<file path="src/rtl/jt12_mix_pkg.sv">
// Shared types and width/limit helpers for the sequential channel mixer.
package jt12_mix_pkg;

    typedef enum logic [1:0] {
        IDLE = 2'd0,
        ACC  = 2'd1,
        SAT  = 2'd2
    } mix_state_t;

    // Accumulator wide enough that CH full-scale products can never wrap.
    function automatic int acc_width(input int win, input int gw, input int ch);
        return win + gw + 1 + $clog2(ch);
    endfunction

    // Channel index width; at least one bit even for degenerate channel counts.
    function automatic int idx_width(input int ch);
        return (ch < 2) ? 1 : $clog2(ch);
    endfunction

    function automatic longint max_pos(input int wout);
        return (longint'(1) <<< (wout - 1)) - 1;
    endfunction

    function automatic longint min_neg(input int wout);
        return -(longint'(1) <<< (wout - 1));
    endfunction

endpackage

</file>
<file path="src/rtl/jt12_mix_sat.sv">
// Drops the gain's fractional bits with an arithmetic shift (floor toward
// -inf, no rounding) and clamps the result into a signed WOUT-bit range.
module jt12_mix_sat
    import jt12_mix_pkg::*;
#(
    parameter int IW    = 27,
    parameter int GFRAC = 4,
    parameter int WOUT  = 20
) (
    input  logic signed [IW-1:0]   value_in,
    output logic signed [WOUT-1:0] value_out,
    output logic                   clip
);

    localparam longint MAXP = max_pos(WOUT);
    localparam longint MINN = min_neg(WOUT);

    logic signed [IW-1:0] shifted;
    longint               wide;

    // Shift, widen to a common signed width, then clamp against the output limits.
    always_comb begin
        shifted   = value_in >>> GFRAC;
        wide      = longint'(shifted);
        clip      = 1'b0;
        value_out = WOUT'(wide);
        if (wide > MAXP) begin
            value_out = WOUT'(MAXP);
            clip      = 1'b1;
        end else if (wide < MINN) begin
            value_out = WOUT'(MINN);
            clip      = 1'b1;
        end
    end

endmodule

</file>
<file path="src/rtl/jt12_mixer_seq.sv">
// Time-multiplexed gain mixer: one shared multiplier walks the channels of a
// snapshot taken on cen, then the sum is scaled, saturated and presented.
//
//   state | meaning
//   ------+-------------------------------------------------------------
//   IDLE  | waiting for cen; snapshot inputs and start a mix on cen
//   ACC   | add one channel's gained contribution per clock
//   SAT   | scale + clamp the sum, update mixed/clip, pulse valid
module jt12_mixer_seq
    import jt12_mix_pkg::*;
#(
    parameter int CH    = 4,
    parameter int WIN   = 16,
    parameter int GW    = 8,
    parameter int GFRAC = 4,
    parameter int WOUT  = 20
) (
    input  logic                   clk,
    input  logic                   rst,
    input  logic                   cen,
    input  logic [CH*WIN-1:0]      ch,
    input  logic [CH*GW-1:0]       gain,
    input  logic [CH-1:0]          ch_en,
    output logic signed [WOUT-1:0] mixed,
    output logic                   valid,
    output logic                   clip,
    output logic                   busy,
    output logic                   overrun
);

    localparam int PW  = WIN + GW + 1;
    localparam int AW  = acc_width(WIN, GW, CH);
    localparam int IXW = idx_width(CH);
    localparam logic [IXW-1:0] LAST_IDX = IXW'(CH - 1);

    mix_state_t            state;
    logic signed [WIN-1:0] ch_q   [CH];
    logic [GW-1:0]         gain_q [CH];
    logic [CH-1:0]         en_q;
    logic [IXW-1:0]        idx;
    logic signed [AW-1:0]  acc;

    logic signed [PW-1:0]   ch_x;
    logic signed [PW-1:0]   gain_x;
    logic signed [PW-1:0]   prod;
    logic signed [WOUT-1:0] sat_val;
    logic                   sat_clip;

    // Shared multiplier: current channel times its gain, zero when disabled.
    always_comb begin
        ch_x   = PW'(ch_q[idx]);
        gain_x = PW'({1'b0, gain_q[idx]});
        prod   = '0;
        if (en_q[idx]) begin
            prod = ch_x * gain_x;
        end
    end

    jt12_mix_sat #(
        .IW    (AW),
        .GFRAC (GFRAC),
        .WOUT  (WOUT)
    ) u_sat (
        .value_in  (acc),
        .value_out (sat_val),
        .clip      (sat_clip)
    );

    // Sequencer with registered outputs; a cen arriving mid-mix only flags overrun.
    always_ff @(posedge clk) begin
        if (rst) begin
            state   <= IDLE;
            acc     <= '0;
            idx     <= '0;
            mixed   <= '0;
            valid   <= 1'b0;
            clip    <= 1'b0;
            busy    <= 1'b0;
            overrun <= 1'b0;
        end else begin
            valid   <= 1'b0;
            overrun <= 1'b0;
            case (state)
                IDLE: begin
                    if (cen) begin
                        for (int i = 0; i < CH; i++) begin
                            ch_q[i]   <= ch[i*WIN +: WIN];
                            gain_q[i] <= gain[i*GW +: GW];
                        end
                        en_q  <= ch_en;
                        acc   <= '0;
                        idx   <= '0;
                        busy  <= 1'b1;
                        state <= ACC;
                    end
                end
                ACC: begin
                    overrun <= cen;
                    acc     <= acc + AW'(prod);
                    if (idx == LAST_IDX) begin
                        idx   <= '0;
                        state <= SAT;
                    end else begin
                        idx <= idx + IXW'(1);
                    end
                end
                SAT: begin
                    overrun <= cen;
                    mixed   <= sat_val;
                    clip    <= sat_clip;
                    valid   <= 1'b1;
                    busy    <= 1'b0;
                    state   <= IDLE;
                end
                default: begin
                    state <= IDLE;
                    busy  <= 1'b0;
                end
            endcase
        end
    end

endmodule

</file>
<file path="config.mk">
export PLATFORM = sky130hd
export DESIGN_NAME = jt12_mixer_seq
export DESIGN_NICKNAME = d
export VERILOG_FILES = /design/src/rtl/jt12_mix_pkg.sv /design/src/rtl/jt12_mix_sat.sv /design/src/rtl/jt12_mixer_seq.sv
export SDC_FILE = /design/constraint.sdc
export NUM_CORES = 1
export LEC_CHECK = 0
export ABC_CLOCK_PERIOD_IN_PS = 17430
export BUFFER_PORTS_ARGS = -buffer_cell sky130_fd_sc_hd__buf_2
export CAP_MARGIN = 20
export CORE_MARGIN = 2
export CORE_UTILIZATION = 40
export DETAILED_ROUTE_END_ITERATION = 6
export GPL_ROUTABILITY_DRIVEN = 0
export PLACE_DENSITY_LB_ADDON = 0.1
export SETUP_SLACK_MARGIN = 0.3
export SLEW_MARGIN = 20
export SYNTH_ARGS = -nofsm -noshare
export SYNTH_HDL_FRONTEND = slang
export SYNTH_HIERARCHICAL = 1
export SYNTH_SLANG_ARGS = --single-unit
</file>
<file path="constraint.sdc">
create_clock -name clk -period 17.43 [get_ports clk]
set_input_delay 2.6145 -clock clk [delete_from_list [all_inputs] [get_ports clk]]
set_output_delay 2.6145 -clock clk [all_outputs]
set_load 0.05 [all_outputs]
</file>
## Word level (Yosys, flattened, before mapping)

Memory sizes are Yosys's and may differ from the RTL's. A register that Yosys moved wholly into a read port is not among the register bits.
Index checks and enable logic that the tools add are counted.

- Register bits: 59
- RAM bits: 96
- Output and inout port bits: 24
- Word-level logic and storage cells: 59
- Memories: 2

Memory list:

| name | words | bits a word | read ports | clocked after memory_dff | write ports | RTL line | RTL |
|---|---|---|---|---|---|---|---|
| ch_q | 4 | 16 | 1 | 1 | 4 | jt12_mixer_seq.sv:37 | `logic signed [WIN-1:0] ch_q [CH];` |
| gain_q | 4 | 8 | 1 | 1 | 4 | jt12_mixer_seq.sv:38 | `logic [GW-1:0] gain_q [CH];` |

- Add/subtract/negate cells: 2
- $mul: 1
- $lt $le $gt $ge: 3
- Equal/unequal tests: 5
- Muxes and demuxes: 26
- Bitwise operators: 3
- Reductions and logical operators: 8

Operator list:

| cell | count |
|---|---|
| $pmux W27 S2 | 1 |
| $mux W20 | 2 |
| $add A27 B25 Y27 | 1 |
| $mux W27 | 1 |
| $mul A16 B9 Y25 | 1 |
| $mux W25 | 1 |
| $gt A23 B20 Y1 const B | 1 |
| $lt A23 B20 Y1 const B | 1 |
| $mux W2 | 8 |
| $mux W1 | 9 |
| $pmux W2 S2 | 2 |
| $reduce_and A2 Y1 | 3 |
| $eq A2 B2 Y1 const B | 2 |
| $ne A2 B2 Y1 const B | 2 |
| $reduce_or A2 Y1 | 2 |
| $lt A2 B3 Y1 const B | 1 |
| $not A1 Y1 | 3 |
| $reduce_and A3 Y1 | 1 |
| $add A2 B1 Y2 const B | 1 |
| $bmux W1 S2 | 1 |
| $eq A2 B1 Y1 const B | 1 |
| $logic_not A2 Y1 | 1 |
| $pmux W1 S2 | 1 |
| $reduce_bool A2 Y1 | 1 |

## Longest topological paths before layout

- Depth in word-level cells: 5
- Mapped depth: 34
- Depth with buffers taken out: 32

## Modules after synthesis

The synthesis kept the hierarchy.

By module, submodules not included:

| module | times used | cells each | area an instance (um^2) |
|---|---|---|---|
| jt12_mixer_seq | 1 | 1063 | 11514.8 |
| jt12_mix_sat | 1 | 73 | 525.5 |

## Worst setup path after synthesis

OpenSTA, ideal clock, no wires.

- Path type: input -> register
- Start: input rst
- End: memory ch_q[0][0] (enable)
- Data arrival time: 9959 ps
- Path slack: 6782 ps
- Cell stages on the path: 3
- Path through: clkbuf_8 clkbuf_1 nor3b_1

RTL lines:

| what | RTL line | RTL |
|---|---|---|
| start: declaration | jt12_mixer_seq.sv:19 | `input logic rst,` |
| end: declaration | jt12_mixer_seq.sv:37 |  |

==> impl_metrics.tcl <==
set metrics [dict create \
    netSwitchingFraction_pct 44.92 \
    antenna_cells 0 \
    syn2layout_area_growth_pct 13.35 \
    worst_path_maximum_fanout 24 \
    chipHeight_um 177.5 \
    final-max-slew-violation-count 0 \
    cts_max_level 4 \
    worstSetupStartpointType "flip-flop" \
    synth-main-ff-cell "edfxtp_1" \
    clock.fmax_mhz 123.4 \
    cpMaxStageDelayCell "dfxtp_2" \
    finish.utilization_pct 46.05 \
    p_total_uw 2356 \
    report.final.hold_viol_count 0 \
    grt_pass1_wl_um 41610 \
    internal_power_uw 1297 \
    number_of_global_route_vias_before_repair 8141 \
    min_period_over_period_pct 46.49 \
    place.port_buffers 126 \
    pre_cts_ws_ps 9295 \
    post_cts_buffers 0 \
    floorplan.initialDensity_pct 40.62 \
    synth_top_cell_area_share_pct 24.94 \
    die_area_sq_mm 0.03150 \
    synth_largest_area_cell "edfxtp_1" \
    fin_worst_skew_ps 16.90 \
    synthesis.yosys.warnings 6 \
    cts_resized 0 \
    antenna_left 0 \
    p_switching_uw 1058 \
    detail_route.first_pass.iterations 5 \
    post_synth_instance_area_sq_mm 0.01204 \
    tritoncts "done" \
    globalRoute.totalOverflow 0 \
    clk-insertion-delay-late_ps 440 \
    dieWidth_um 177.5 \
    min_path_type "flip-flop to flip-flop" \
    clkPwrFrac_pct 16.7 \
    grt_max_degree 84 \
    yosys_register_bits 157 \
    wl_um 24370 \
    dp_hpwl_um 18760 \
    end_kind "flip-flop" \
    cts.root.buffer_cell "clkbuf_16" \
    synth_edf_count 100 \
    grt_antenna_before_repair 0 \
    row_count 63 \
    setup_tns_ps 0 \
    ys_async_sr_fraction_pct 0 \
    drt-wirelength-per-cell_um 14.72 \
    design.final.nets 1537 \
    boundaryPins 127 \
    finalSetupViolCount 0 \
    synth.distinct_cells 69 \
    fp.coreArea_sq_mm 0.02964 \
    clock_path_buffers 2 \
    layout.filler_cells 2832 \
    clock_sink_count 157 \
    worstPathArrival_ps 8420 \
    final_period_minus_worst_setup_slack_ps 8103 \
    dp.cells 1623 \
    vias_per_cell 4.790 \
    share_of_layout_cells_above_drive_strength_1_pct 17.47 \
    vias 7928 \
    layout_setup_ws_ps 9327 \
    gr-usage-all-layers_pct 16.59 \
    cap_violations 0 \
    outcome "completed" \
    tightestPinTransition_ps 995.8 \
    numCtsBuffers 17 \
    post_synth.cell_area_avg_sq_um 10.60 \
    combinationalPowerShare_pct 64.6 \
    slowest_delay_ps 880 \
    highest_ir_drop_seen_on_vdd_mv 0.1013 \
    synth.top_cells.by_area "edfxtp_1, fa_1, dfxtp_1" \
    stdcell_count 1655 \
    cts.hold.buffers_added 0 \
    relSlewSlack_pct 33.61 \
    mappedNetlistNets 1421 \
    clkTransAtPathRegs_ps 70 \
    power_per_cell_area_mw_per_mm2 172.6 \
    ys_seq_area_share_pct 34.42 \
    rsz_0062_raised_after_global_routing "no" \
    timing_worst_setup_path_type "flip-flop to flip-flop" \
    worstPathRequired_ps 17750 \
    power.static_leakage_uw 0.006117 \
    dr_drc_count 0 \
    drtIter0Drc 322 \
    seqPwrFrac_pct 18.8 \
    synthesis.instances 1136 \
]
[cells by family after synthesis]
family / share of synthesized area (%)
AND/OR/NAND/NOR: 13.86
multiplexers: 6.495
buffers and inverters: 7.066
XOR/XNOR: 3.055
AO/OA/AOI/OAI: 9.675
adder cells (fa/ha/maj): 25.43
flip-flops: 34.42
[layer usage]
metal  vias up  global-route usage, %  share of wire (%)
met5         -                      0                  0
met4         0                  4.986                1.2
met3        15                  3.149                3.7
met2       136                  25.02                 44
met1      3687                  24.19                 51
li1       4090                      -                  -
[cell usage after synthesis (20+ instances only)]
| master | count |
|---|---|
| nor4_1 | 20 |
| a21oi_1 | 34 |
| dfxtp_1 | 57 |
| ha_1 | 79 |
| nor3_1 | 24 |
| xor2_1 | 20 |
| nor2_1 | 84 |
| and2_1 | 69 |
| mux2i_1 | 23 |
| nand2_1 | 84 |
| mux4_2 | 24 |
| a22oi_1 | 23 |
| fa_1 | 103 |
| clkbuf_1 | 25 |
| xnor2_1 | 22 |
| edfxtp_1 | 100 |
| inv_1 | 174 |
[final cells by class]
type,count,area [sq um],area share (%)
clock inverter,15,172.7,1.265
inverter,174,653.1,4.785
clock buffer,17,425.4,3.117
multi-input combinational,765,7051,51.66
timing repair buffer,137,713.2,5.226
sequential,157,4145,30.37
tap,390,488.0,3.575
[layout by cell type (no fill, tap or decap), drive strengths merged, types with 8 or more instances in the layout]
| cell | synthesis | routed |
|---|---|---|
| fa | 103 | 103 |
| inv | 174 | 183 |
| clkbuf | 26 | 17 |
| ha | 79 | 79 |
| o21a | 9 | 9 |
| o21ai | 18 | 18 |
| buf | 13 | 137 |
| nor2 | 84 | 84 |
| nor3 | 34 | 34 |
| edfxtp | 100 | 100 |
| a21boi | 20 | 20 |
| and2 | 69 | 69 |
| nand2 | 84 | 84 |
| a21oi | 36 | 36 |
| nor4 | 20 | 20 |
| mux4 | 24 | 24 |
| a21o | 13 | 13 |
| a211oi | 9 | 9 |
| xnor2 | 22 | 22 |
| a22oi | 23 | 23 |
| mux2i | 23 | 23 |
| xor2 | 20 | 20 |
| dfxtp | 57 | 57 |
| nand3 | 8 | 8 |
[registers in the layout (all words and copies together) (netlist names), named ones only]
signal / flops
overrun: 1
clip: 1
gain_q: 32
state: 2
valid: 1
mixed: 20
en_q: 4
ch_q: 64
idx: 2
acc: 27
busy: 1
[worst max-delay path, delay by kind of cell, from the launching register on]
family	cells	cell delay, ps
AO/OA/AOI/OAI	11	2180
XOR/XNOR	1	160
adder cells (fa/ha/maj)	6	2700
buffers and inverters	3	140
flip-flops	1	880
multiplexers	2	850
AND/OR/NAND/NOR	6	1000
[final timing paths]
path | start | end | slack (ps) | cells after the start
worst max-delay path | flip-flop | acc[26] | 9330 | 29
worst min-delay path | mixed[14] | mixed[14] | 490 | 2
worst min register to register | mixed[14] | mixed[14] | 490 | 2
worst max register to register | flip-flop | acc[26] | 9330 | 29
[power groups by stage]
stage               combinational [uW]  clock, uW  sequential [uW]
CTS                               1540        406              443
finish                            1520        392              443
global placement                  1520          0              452
floorplan                         1260          0              446
detailed placement                1520          0              452
global route                      1760        421              447
[stage by stage]
stage          instance area, sq um  hold slack [ps]
3_3_place_gp                  13050            466.3
4_1_cts                       13650            497.2
2_1_floorplan                 12040            460.3
6_report                      13650            490.3
3_5_place_dp                  13050            479.2
5_1_grt                       13650            511.1
Power figures use the tool's default switching activity.
